[src/rtl/alu_ctrl_unit.sv]
// Instruction sequencer and 4-entry register file feeding an external combinational ALU.
// Issues one instruction at a time: fetch operands, capture the ALU result, then hand it back over valid/ready.
module alu_ctrl_unit #(
  parameter int DATA_W = 4,
  parameter int REG_AW = 2,
  parameter int CNT_W  = 8
) (
  input  logic                  clk,
  input  logic                  rst,
  input  logic                  in_valid,
  output logic                  in_ready,
  input  logic [3+3*REG_AW-1:0] in_instr,
  output logic [DATA_W-1:0]     alu_a,
  output logic [DATA_W-1:0]     alu_b,
  output logic [2:0]            alu_op,
  input  logic [DATA_W-1:0]     alu_result,
  input  logic                  alu_zf,
  input  logic                  alu_sf,
  input  logic                  alu_of,
  output logic                  out_valid,
  input  logic                  out_ready,
  output logic [DATA_W-1:0]     out_data,
  output logic [2:0]            out_flags,
  input  logic [REG_AW-1:0]     dbg_sel,
  output logic [DATA_W-1:0]     dbg_data,
  output logic [CNT_W-1:0]      instr_cnt
);

  // state | meaning
  // IDLE  | waiting for an instruction, in_ready high
  // EXEC  | operands and op presented to the ALU, result captured at the closing edge
  // RESP  | result and flags held until the consumer takes them

  localparam int IW = 3 + 3*REG_AW;
  localparam int NREG = 1 << REG_AW;
  localparam logic [2:0] OP_LDI = 3'b111;

  typedef enum logic [1:0] {IDLE, EXEC, RESP} state_t;

  state_t                state;
  logic [DATA_W-1:0]     rf [NREG];
  logic [REG_AW-1:0]     rd_q;
  logic [2*REG_AW-1:0]   imm_q;
  logic [DATA_W-1:0]     ldi_val;

  logic [2:0]            op_in;
  logic [REG_AW-1:0]     rd_in;
  logic [REG_AW-1:0]     rs1_in;
  logic [REG_AW-1:0]     rs2_in;

  assign op_in  = in_instr[IW-1 -: 3];
  assign rd_in  = in_instr[3*REG_AW-1 -: REG_AW];
  assign rs1_in = in_instr[2*REG_AW-1 -: REG_AW];
  assign rs2_in = in_instr[REG_AW-1:0];

  // LDI immediate is the {rs1,rs2} field, zero-extended (or truncated) to the data width
  assign ldi_val  = DATA_W'(imm_q);
  assign in_ready = (state == IDLE);
  assign dbg_data = rf[dbg_sel];

  always_ff @(posedge clk or posedge rst) begin
    if (rst) begin
      state     <= IDLE;
      for (int i = 0; i < NREG; i++) rf[i] <= '0;
      rd_q      <= '0;
      imm_q     <= '0;
      alu_a     <= '0;
      alu_b     <= '0;
      alu_op    <= '0;
      out_valid <= 1'b0;
      out_data  <= '0;
      out_flags <= '0;
      instr_cnt <= '0;
    end else begin
      unique case (state)
        IDLE: begin
          if (in_valid) begin
            rd_q   <= rd_in;
            imm_q  <= {rs1_in, rs2_in};
            alu_a  <= rf[rs1_in];
            alu_b  <= rf[rs2_in];
            alu_op <= op_in;
            state  <= EXEC;
          end
        end
        EXEC: begin
          // operands were captured in IDLE, so rs==rd reads see the old value
          if (alu_op == OP_LDI) begin
            rf[rd_q] <= ldi_val;
            out_data <= ldi_val;
          end else begin
            rf[rd_q]  <= alu_result;
            out_data  <= alu_result;
            out_flags <= {alu_zf, alu_sf, alu_of};
          end
          out_valid <= 1'b1;
          state     <= RESP;
        end
        RESP: begin
          if (out_ready) begin
            out_valid <= 1'b0;
            instr_cnt <= instr_cnt + CNT_W'(1);
            state     <= IDLE;
          end
        end
        default: state <= IDLE;
      endcase
    end
  end

endmodule

[config.mk]
export PLATFORM = sky130hd
export DESIGN_NAME = alu_ctrl_unit
export DESIGN_NICKNAME = d
export VERILOG_FILES = /design/src/rtl/alu_ctrl_unit.sv
export SDC_FILE = /design/constraint.sdc
export NUM_CORES = 1
export LEC_CHECK = 0
export BUFFER_PORTS_ARGS = -buffer_cell sky130_fd_sc_hd__buf_2
export CAP_MARGIN = 20
export CORE_MARGIN = 4
export CORE_UTILIZATION = 53
export DETAILED_ROUTE_END_ITERATION = 16
export MAX_ROUTING_LAYER = met4
export PLACE_DENSITY = 0.78
export SLEW_MARGIN = 20
export SYNTH_ARGS = -nofsm -noshare
export SYNTH_HDL_FRONTEND = slang
export SYNTH_SLANG_ARGS = --single-unit
[constraint.sdc]
create_clock -name clk -period 2.2 [get_ports clk]
set_clock_uncertainty 0.05 [all_clocks]
set_input_delay 0.44 -clock clk [delete_from_list [all_inputs] [get_ports clk]]
set_output_delay 0.44 -clock clk [all_outputs]
set_load 0.005 [all_outputs]
Word-level counts from Yosys, hierarchy flattened
Index checks and enable logic that the tools add are counted.

cells by class
  reduce and logical (&&, ||, !) cells = 8
  eq/ne operators = 5
  multipliers = 0
  mux-type cells = 20
  divide/modulo/power cells = 0
  add/sub/neg operators = 1
  shifts and indexed selects = 0
  magnitude comparators = 5
  bitwise gates (word level) = 5

operators with widths
  kind                 count
  $bwmux 16            2
  $mux 4               8
  $bmux 4 s2           3
  $mux 16              1
  $ge 3x3->1 const B   4
  $not 2->3            4
  $reduce_and 2->1     5
  $add 8x1->8 const B  1
  $demux 4 s2          1
  $pmux 2 s3           1
  $mux 2               2
  $ne 2x2->1 const B   2
  $eq 3x3->1 const B   1
  $lt 3x1->1 const B   1
  $eq 2x1->1 const B   1
  $eq 2x2->1 const B   1
  $logic_not 2->1      1
  $pmux 1 s2           1
  $reduce_bool 2->1    1
  $logic_and 1x1->1    1
  $mux 1               1
  $not 1->1            1

word-level totals
  ROM bits = 0
  memory bits (writable) = 0
  bits of input ports = 22
  register bits = 51
  latch bits = 0
  memories kept = 0
  output and inout bits = 32

Longest topological paths before layout
Gate-level depths: netlist (run 1).

  depth after elaboration = 7
  mapped depth = 6

Worst setup path before layout (run 1)
OpenSTA, ideal clock, no wires.

  path type = register to register
  start point = register state[1]
  end point = register alu_a[1]
  stages on the path, launching flop included = 7
  buffers on the path = 3
  required time = 2.025 ns
  library setup time = 0.125 ns
  data arrival time = 1.289 ns
  slack = 0.736 ns
  path through = dfrtp_1 > buf_6 > nor2_4 > and2_4 > buf_6 > buf_12 > mux2_4

on the way
  word-level cells in the longest chain between the ends = 2

RTL lines
  item                               line  text
  from (decl)                        40    state_t state;
  from (signal assigned)             63    state <= IDLE;
  from (signal assigned)             83    state <= EXEC;
  from (signal assigned)             97    state <= RESP;
  $logic_not 2->1                    n/a
  named net in_ready                 11    output logic in_ready,
  $reduce_and 2->1 (no source line)  n/a
  to (signal assigned)               80    alu_a <= rf[rs1_in];
  to (decl)                          13    output logic [DATA_W-1:0] alu_a,

The timed path passes the listed nets, and every way through them passes these cells.
A chain may end at the register's enable or synchronous reset.

Worst setup path after layout (run 1)
  start point = register rf[3] (netlist name)
  end point = output dbg_data[3]

on the way
  word-level cells in the longest chain between the ends = 3

RTL lines
  item                                       line  text
  from (decl)                                41    logic [DATA_W-1:0] rf [NREG];
  from (signal, indexed assignment)          89    rf[rd_q] <= ldi_val;
  from (signal, indexed assignment)          92    rf[rd_q] <= alu_result;
  $bmux 4 s2                                 59    assign dbg_data = rf[dbg_sel];
  $mux 4 (not written as such) (2 in a row)  59
  to (decl)                                  25    output logic [DATA_W-1:0] dbg_data,

No other way between the ends. The select of a mux whose other input is x is not followed.

==> impl_metrics.env, run 1 <==
export IMPL_synth_ff_latch_count=51
export IMPL_drv_cap=0
export IMPL_setup_viol=0
export IMPL_worst_pin_slew_ns=0.480
export IMPL_critical_path_required_ns=1.71
export IMPL_dieArea_sq_mm=0.00563
export IMPL_clock_path_buffers=2
export IMPL_htree_levels=2
export IMPL_drcViolationCount=0
export IMPL_yosys_area_top_type="dfrtp_1"
export IMPL_grt_max_degree=33
export IMPL_layout_common_cells="buf_2, dfrtp_1, nand2_1, nor2_1, a21oi_1"
export IMPL_grt_pass1_vias=1569
export IMPL_grt_overflow=0
export IMPL_layout_commonest_cell="buf_2"
export IMPL_irDropWorstVdd_mv=0.821
export IMPL_crit_path_max_fanout=4
export IMPL_fmax_ghz=0.547
export IMPL_ys_async_sr_fraction=1.00
export IMPL_cts_buffers=5
export IMPL_die_height_um=75.0
export IMPL_setup_tns_ns=0
export IMPL_syn_avg_cell_area_sq_um=13.8
export IMPL_cts_sinks=51
export IMPL_cts_hold_buf=0
export IMPL_rows=24
export IMPL_grt_usage=0.187
export IMPL_cts_clk_slew_worst_paths_ns=0.09
export IMPL_layout_drive_gt1_share=0.443
export IMPL_ys_top_cells_by_area="dfrtp_1, mux4_2, mux2_4, mux2_2, a21oi_1"
export IMPL_wirelength_mm=4.62
export IMPL_crit_chain="mux4_2, buf_2"
export IMPL_p_leak_nw=1.31
export IMPL_antenna_left=0
export IMPL_nNetsFinal=252
export IMPL_cp_slowest_stage_delay_ns=0.48
export IMPL_antenna_found_initial=0
export IMPL_slew_violations=0
export IMPL_synthCells=173
export IMPL_hpwl_mm=3.44
export IMPL_syn_cell_area_sq_mm=0.00238
export IMPL_p_per_area_mw_per_mm2=1340
export IMPL_nFillCells=345
export IMPL_drt_iter0_drc=98
export IMPL_dieWidth_um=75.0
export IMPL_cts_tree="built"
export IMPL_clk_latency_ns=0.29
export IMPL_cts_setup_buffers=0
export IMPL_core_sq_mm=0.00435
export IMPL_yosysSeqAreaShare=0.536
export IMPL_vias_per_cell=5.56
export IMPL_synth_edf_count=0
export IMPL_dp_cells=274
export IMPL_ioPinCount=54
export IMPL_wl_per_cell_um=16.4
export IMPL_setup_ws_ns=0.372
export IMPL_status="finished clean"
export IMPL_num_antenna_cells=0
export IMPL_synth_cell_types=29
export IMPL_arrival_ns=1.34
export IMPL_rsz0062_at_grt="false"
export IMPL_cts_resized=0
export IMPL_min_period_ns=1.83
export IMPL_slowest_stage="mux4_2"
export IMPL_synth_fp_nets=196
export IMPL_num_vias=1567
export IMPL_hold_violations=0
export IMPL_cts_root_buf="clkbuf_8"
export IMPL_multi_input_comb_area_sq_mm=0.00103
export IMPL_period_share=0.831
export IMPL_place_worst_setup_slack_ns=0.441
export IMPL_synth_top_area_frac=0.536
export IMPL_place_gp_congestion=0.844
export IMPL_drt_pass1_iterations=4
export IMPL_areaGrowthSynthToFinish_pct=17.4
export IMPL_grt_pass1_wl_mm=7.68
export IMPL_ys_warnings_count=0
export IMPL_start_kind="register"
export IMPL_synth_flop_cell="dfrtp_1"
export IMPL_final_seq_area_sq_mm=0.00128
export IMPL_fin_cells=282
export IMPL_min_path_type="in2async"
export IMPL_crit_path_end_kind="output pin"
export IMPL_setup_worst_path_class="reg2out"
export IMPL_slew_headroom=0.679
export IMPL_start_util=0.547
export IMPL_port_buffers=53
[registers in the layout, indices dropped and copies added, names as in the netlist]
name / count
rf: 16
rd_q: 2
alu_a: 4
alu_b: 4
out_valid: 1
imm_q: 4
alu_op: 3
out_flags: 3
state: 2
instr_cnt: 8
out_data: 4
[routing by layer]
metal	GRT usage	share of wire
met1	0.263	0.45
met2	0.279	0.49
met3	0.0374	0.059
met4	0.0474	0.0059
met5	-	0
[where the power goes]
part | switching [mW] | total [mW] | internal [mW]
registers | 0.391 | 1.74 | 1.35
logic | 0.547 | 1.35 | 0.807
clock network | 0.293 | 0.661 | 0.368
total | 1.23 | 3.75 | 2.52
[final timing paths]
path,from,to,slack [ns],depth (start not counted)
max in group asynchronous,rst,rf[7],1.51,3
setup reg to reg,state[1],out_flags[1],0.52,3
setup / recovery,rf[3],dbg_data[3],0.37,2
hold / removal,rst,instr_cnt[5],0.08,2
min in group clk,in_instr[6],alu_op[0],0.33,2
hold reg to reg,instr_cnt[7],instr_cnt[7],0.43,1
[cell usage after synthesis, types with 3 or more instances]
cell	number
a21oi_1	13
buf_2	3
buf_6	3
dfrtp_1	51
mux2_2	11
mux2_4	9
mux2i_1	4
mux4_2	12
nand2_1	15
nor2_1	13
o21ai_0	10
xnor2_1	4
xor2_1	3
[through the flow]
step | cell area, sq um | hold WS [ns] | total power [mW] | util
2_1_floorplan | 2380 | 0.415 | 2.68 | -
3_3_place_gp | 2680 | 0.402 | 3.05 | 0.615
3_5_place_dp | 2680 | 0.416 | 3.11 | 0.615
4_1_cts | 2800 | 0.0907 | 3.79 | 0.642
5_1_grt | 2800 | 0.119 | 4.03 | 0.642
6_report | 2800 | 0.0836 | 3.75 | 0.642
[cell type report]
cell class	instances	share of cell area
timing repair buffer	56	0.107
tap	52	0.0233
clock inverter	2	0.0125
inverter	2	0.00268
multi-input combinational	113	0.368
sequential	51	0.456
clock buffer	6	0.0295
[logic make-up (layout without fill, tap and decap cells)]
group / after synthesis / count (layout) / share of synthesized area
multiplexers: 36 / 36 / 0.239
flip-flops: 51 / 51 / 0.536
AND/OR/NAND/NOR: 46 / 46 / 0.114
adder cells (fa/ha/maj): 1 / 1 / 0.00525
buffers and inverters: 9 / 66 / 0.0320
XOR/XNOR: 7 / 7 / 0.0257
AO/OA/AOI/OAI: 23 / 23 / 0.0483
[critical path, delay by kind of cell, from the launching register on]
kind                   cells  cell delay [ns]
buffers and inverters      1             0.14
muxes                      1             0.48
DFF                        1             0.43
Note: power is estimated with default switching activity, not from simulation.
==> run 2, diff against run 1 <==
- clock period: 2.2 -> 1.7 ns (I/O delays scaled with it)
==> run 2 against run 1 <==
Cell count grew 5.7%; non-clock buffer count grew 18; via count grew 3.4%; register-to-register slack lost 0.36 ns; clock power shrank 6.4%; largest cell class unchanged; largest power group unchanged; highest routed layer unchanged.
==> impl_metrics.env, run 2 (same netlist as run 1, synthesis figures left out) <==
export IMPL_antenna_left=0
export IMPL_grt_pass1_wl_mm=7.59
export IMPL_setup_worst_path_class="reg2out"
export IMPL_nNetsFinal=270
export IMPL_htree_levels=2
export IMPL_critical_path_required_ns=1.31
export IMPL_cp_slowest_stage_delay_ns=0.46
export IMPL_final_seq_area_sq_mm=0.00128
export IMPL_hold_violations=0
export IMPL_layout_common_cells="buf_2, dfrtp_1, buf_4, nand2_1"
export IMPL_swShare=0.327
export IMPL_num_vias=1620
export IMPL_cts_root_buf="clkbuf_8"
export IMPL_crit_family="multiplexers"
export IMPL_nFillCells=326
export IMPL_clkPwrFrac=0.127
export IMPL_crit_path_end_kind="output pin"
export IMPL_reg2reg_depth=3
export IMPL_num_antenna_cells=0
export IMPL_final_cell_area_sq_mm=0.00289
export IMPL_arrival_ns=1.30
export IMPL_layout_drive_gt1_share=0.476
export IMPL_drt_iter0_drc=90
export IMPL_die_height_um=75.0
export IMPL_placed_area_sq_mm=0.00271
export IMPL_p_comb_frac=0.429
export IMPL_top_register="rf"
export IMPL_start_kind="register"
export IMPL_clock_path_buffers=2
export IMPL_cts_buffers=5
export IMPL_p_per_area_mw_per_mm2=1690
export IMPL_fmax_ghz=0.590
export IMPL_grt_overflow=0
export IMPL_cts_sinks=51
export IMPL_reg2reg_slack_ns=0.16
export IMPL_reg_top3="rf x16, instr_cnt x8"
export IMPL_irDropWorstVdd_mv=0.912
export IMPL_min_period_ns=1.69
export IMPL_status="finished clean"
export IMPL_setup_viol=0
export IMPL_drv_cap=0
export IMPL_r2r_end="alu_b[2]"
export IMPL_cts_clk_slew_worst_paths_ns=0.08
export IMPL_drt_pass1_iterations=4
export IMPL_grtUsageMet1=0.258
export IMPL_largest_reg_flops=16
export IMPL_core_sq_mm=0.00435
export IMPL_place_gp_congestion=0.839
export IMPL_slew_headroom=0.681
export IMPL_port_buffers=53
export IMPL_r2r_start="state[0]"
export IMPL_wirelength_mm=4.71
export IMPL_drcViolationCount=0
export IMPL_worst_pin_slew_ns=0.478
export IMPL_layout_commonest_cell="buf_2"
export IMPL_p_sw_mw=1.60
export IMPL_clk_latency_ns=0.29
export IMPL_multi_input_comb_area_sq_mm=0.00103
export IMPL_dieWidth_um=75.0
export IMPL_vias_per_cell=5.44
export IMPL_start_util=0.547
export IMPL_hpwl_mm=3.40
export IMPL_dieArea_sq_mm=0.00563
export IMPL_p_leak_nw=1.37
export IMPL_wl_per_cell_um=15.8
export IMPL_slowest_stage="mux4_2"
export IMPL_grt_busiest_layer="met2"
export IMPL_period_share=0.997
export IMPL_areaGrowthSynthToFinish_pct=21.2
export IMPL_grt_max_degree=32
export IMPL_use_met3=0.0334
export IMPL_cts_tree="built"
export IMPL_min_path_type="in2async"
export IMPL_grt_usage=0.185
export IMPL_path_buf_inv=1
export IMPL_crit_path_max_fanout=4
export IMPL_slew_violations=0
export IMPL_ioPinCount=54
export IMPL_rsz0062_at_grt="true"
export IMPL_cp_depth=2
export IMPL_antenna_found_initial=0
export IMPL_crit_chain="mux4_2, buf_2"
export IMPL_p_int_mw=3.28
export IMPL_met2_usage=0.281
export IMPL_grt_pass1_vias=1612
export IMPL_seq_power_share=0.444
export IMPL_fin_util=0.663
export IMPL_rows=24
## run 2: stage by stage
step           cells  setup WS, ns  TNS (ns)  hold slack (ns)  total power [mW]
2_1_floorplan    173        0.0805         0            0.397              3.46
3_3_place_gp     278         0.148         0            0.327              3.99
3_5_place_dp     278         0.145         0            0.329              4.07
4_1_cts          291       -0.0121   -0.0121          0.00800              4.82
5_1_grt          298       -0.0467    -0.110           0.0372              5.22
6_report         298       0.00523         0          0.00409              4.88
## run 2: worst max-delay path by stage
stage,startpoint,slack [ns],endpoint
final,rf[9],0.005,dbg_data[1]
after global routing,rf[13],-0.05,dbg_data[1]
after CTS,rf[13],-0.01,dbg_data[1]
after detailed placement,dbg_sel[0],0.14,dbg_data[1]
after global placement,dbg_sel[0],0.15,dbg_data[3]
after floorplan,rst,0.08,alu_a[0]
## run 2: repair_timing
| action | in CTS | in global routing |
|---|---|---|
| setup endpoints to repair | 3 | 4 |
| pin swaps | 0 | 0 |
| resized for setup | 0 | 0 |
| buffers inserted | 7 | 7 |
| hold buffers | 0 | 0 |
## run 2: worst register-to-register path, cell delays in order, from the launching register on
cell	delay, ns
dfrtp_1	0.51
nor2_4	0.15
and2_4	0.34
mux2_2	0.38
## run 2: layer usage
layer,up-vias,part of all wire
met5,-,0
met4,0,0.0047
met1,796,0.46
met2,54,0.48
met3,2,0.058
li1,768,-
## run 2: cell type report
cell class / instances / area share
Clock buffer: 6 / 0.0251
Inverter: 2 / 0.00260
Multi-Input combinational cell: 113 / 0.357
Sequential cell: 51 / 0.442
Tap cell: 52 / 0.0225
Timing Repair Buffer: 74 / 0.151
## run 2: power groups by stage
stage,registers [mW],logic (mW),clock network [mW]
after global routing,2.24,2.30,0.671
final,2.17,2.09,0.619
after detailed placement,2.24,1.83,0
after floorplan,2.12,1.34,0
after CTS,2.18,2.00,0.645
after global placement,2.20,1.79,0
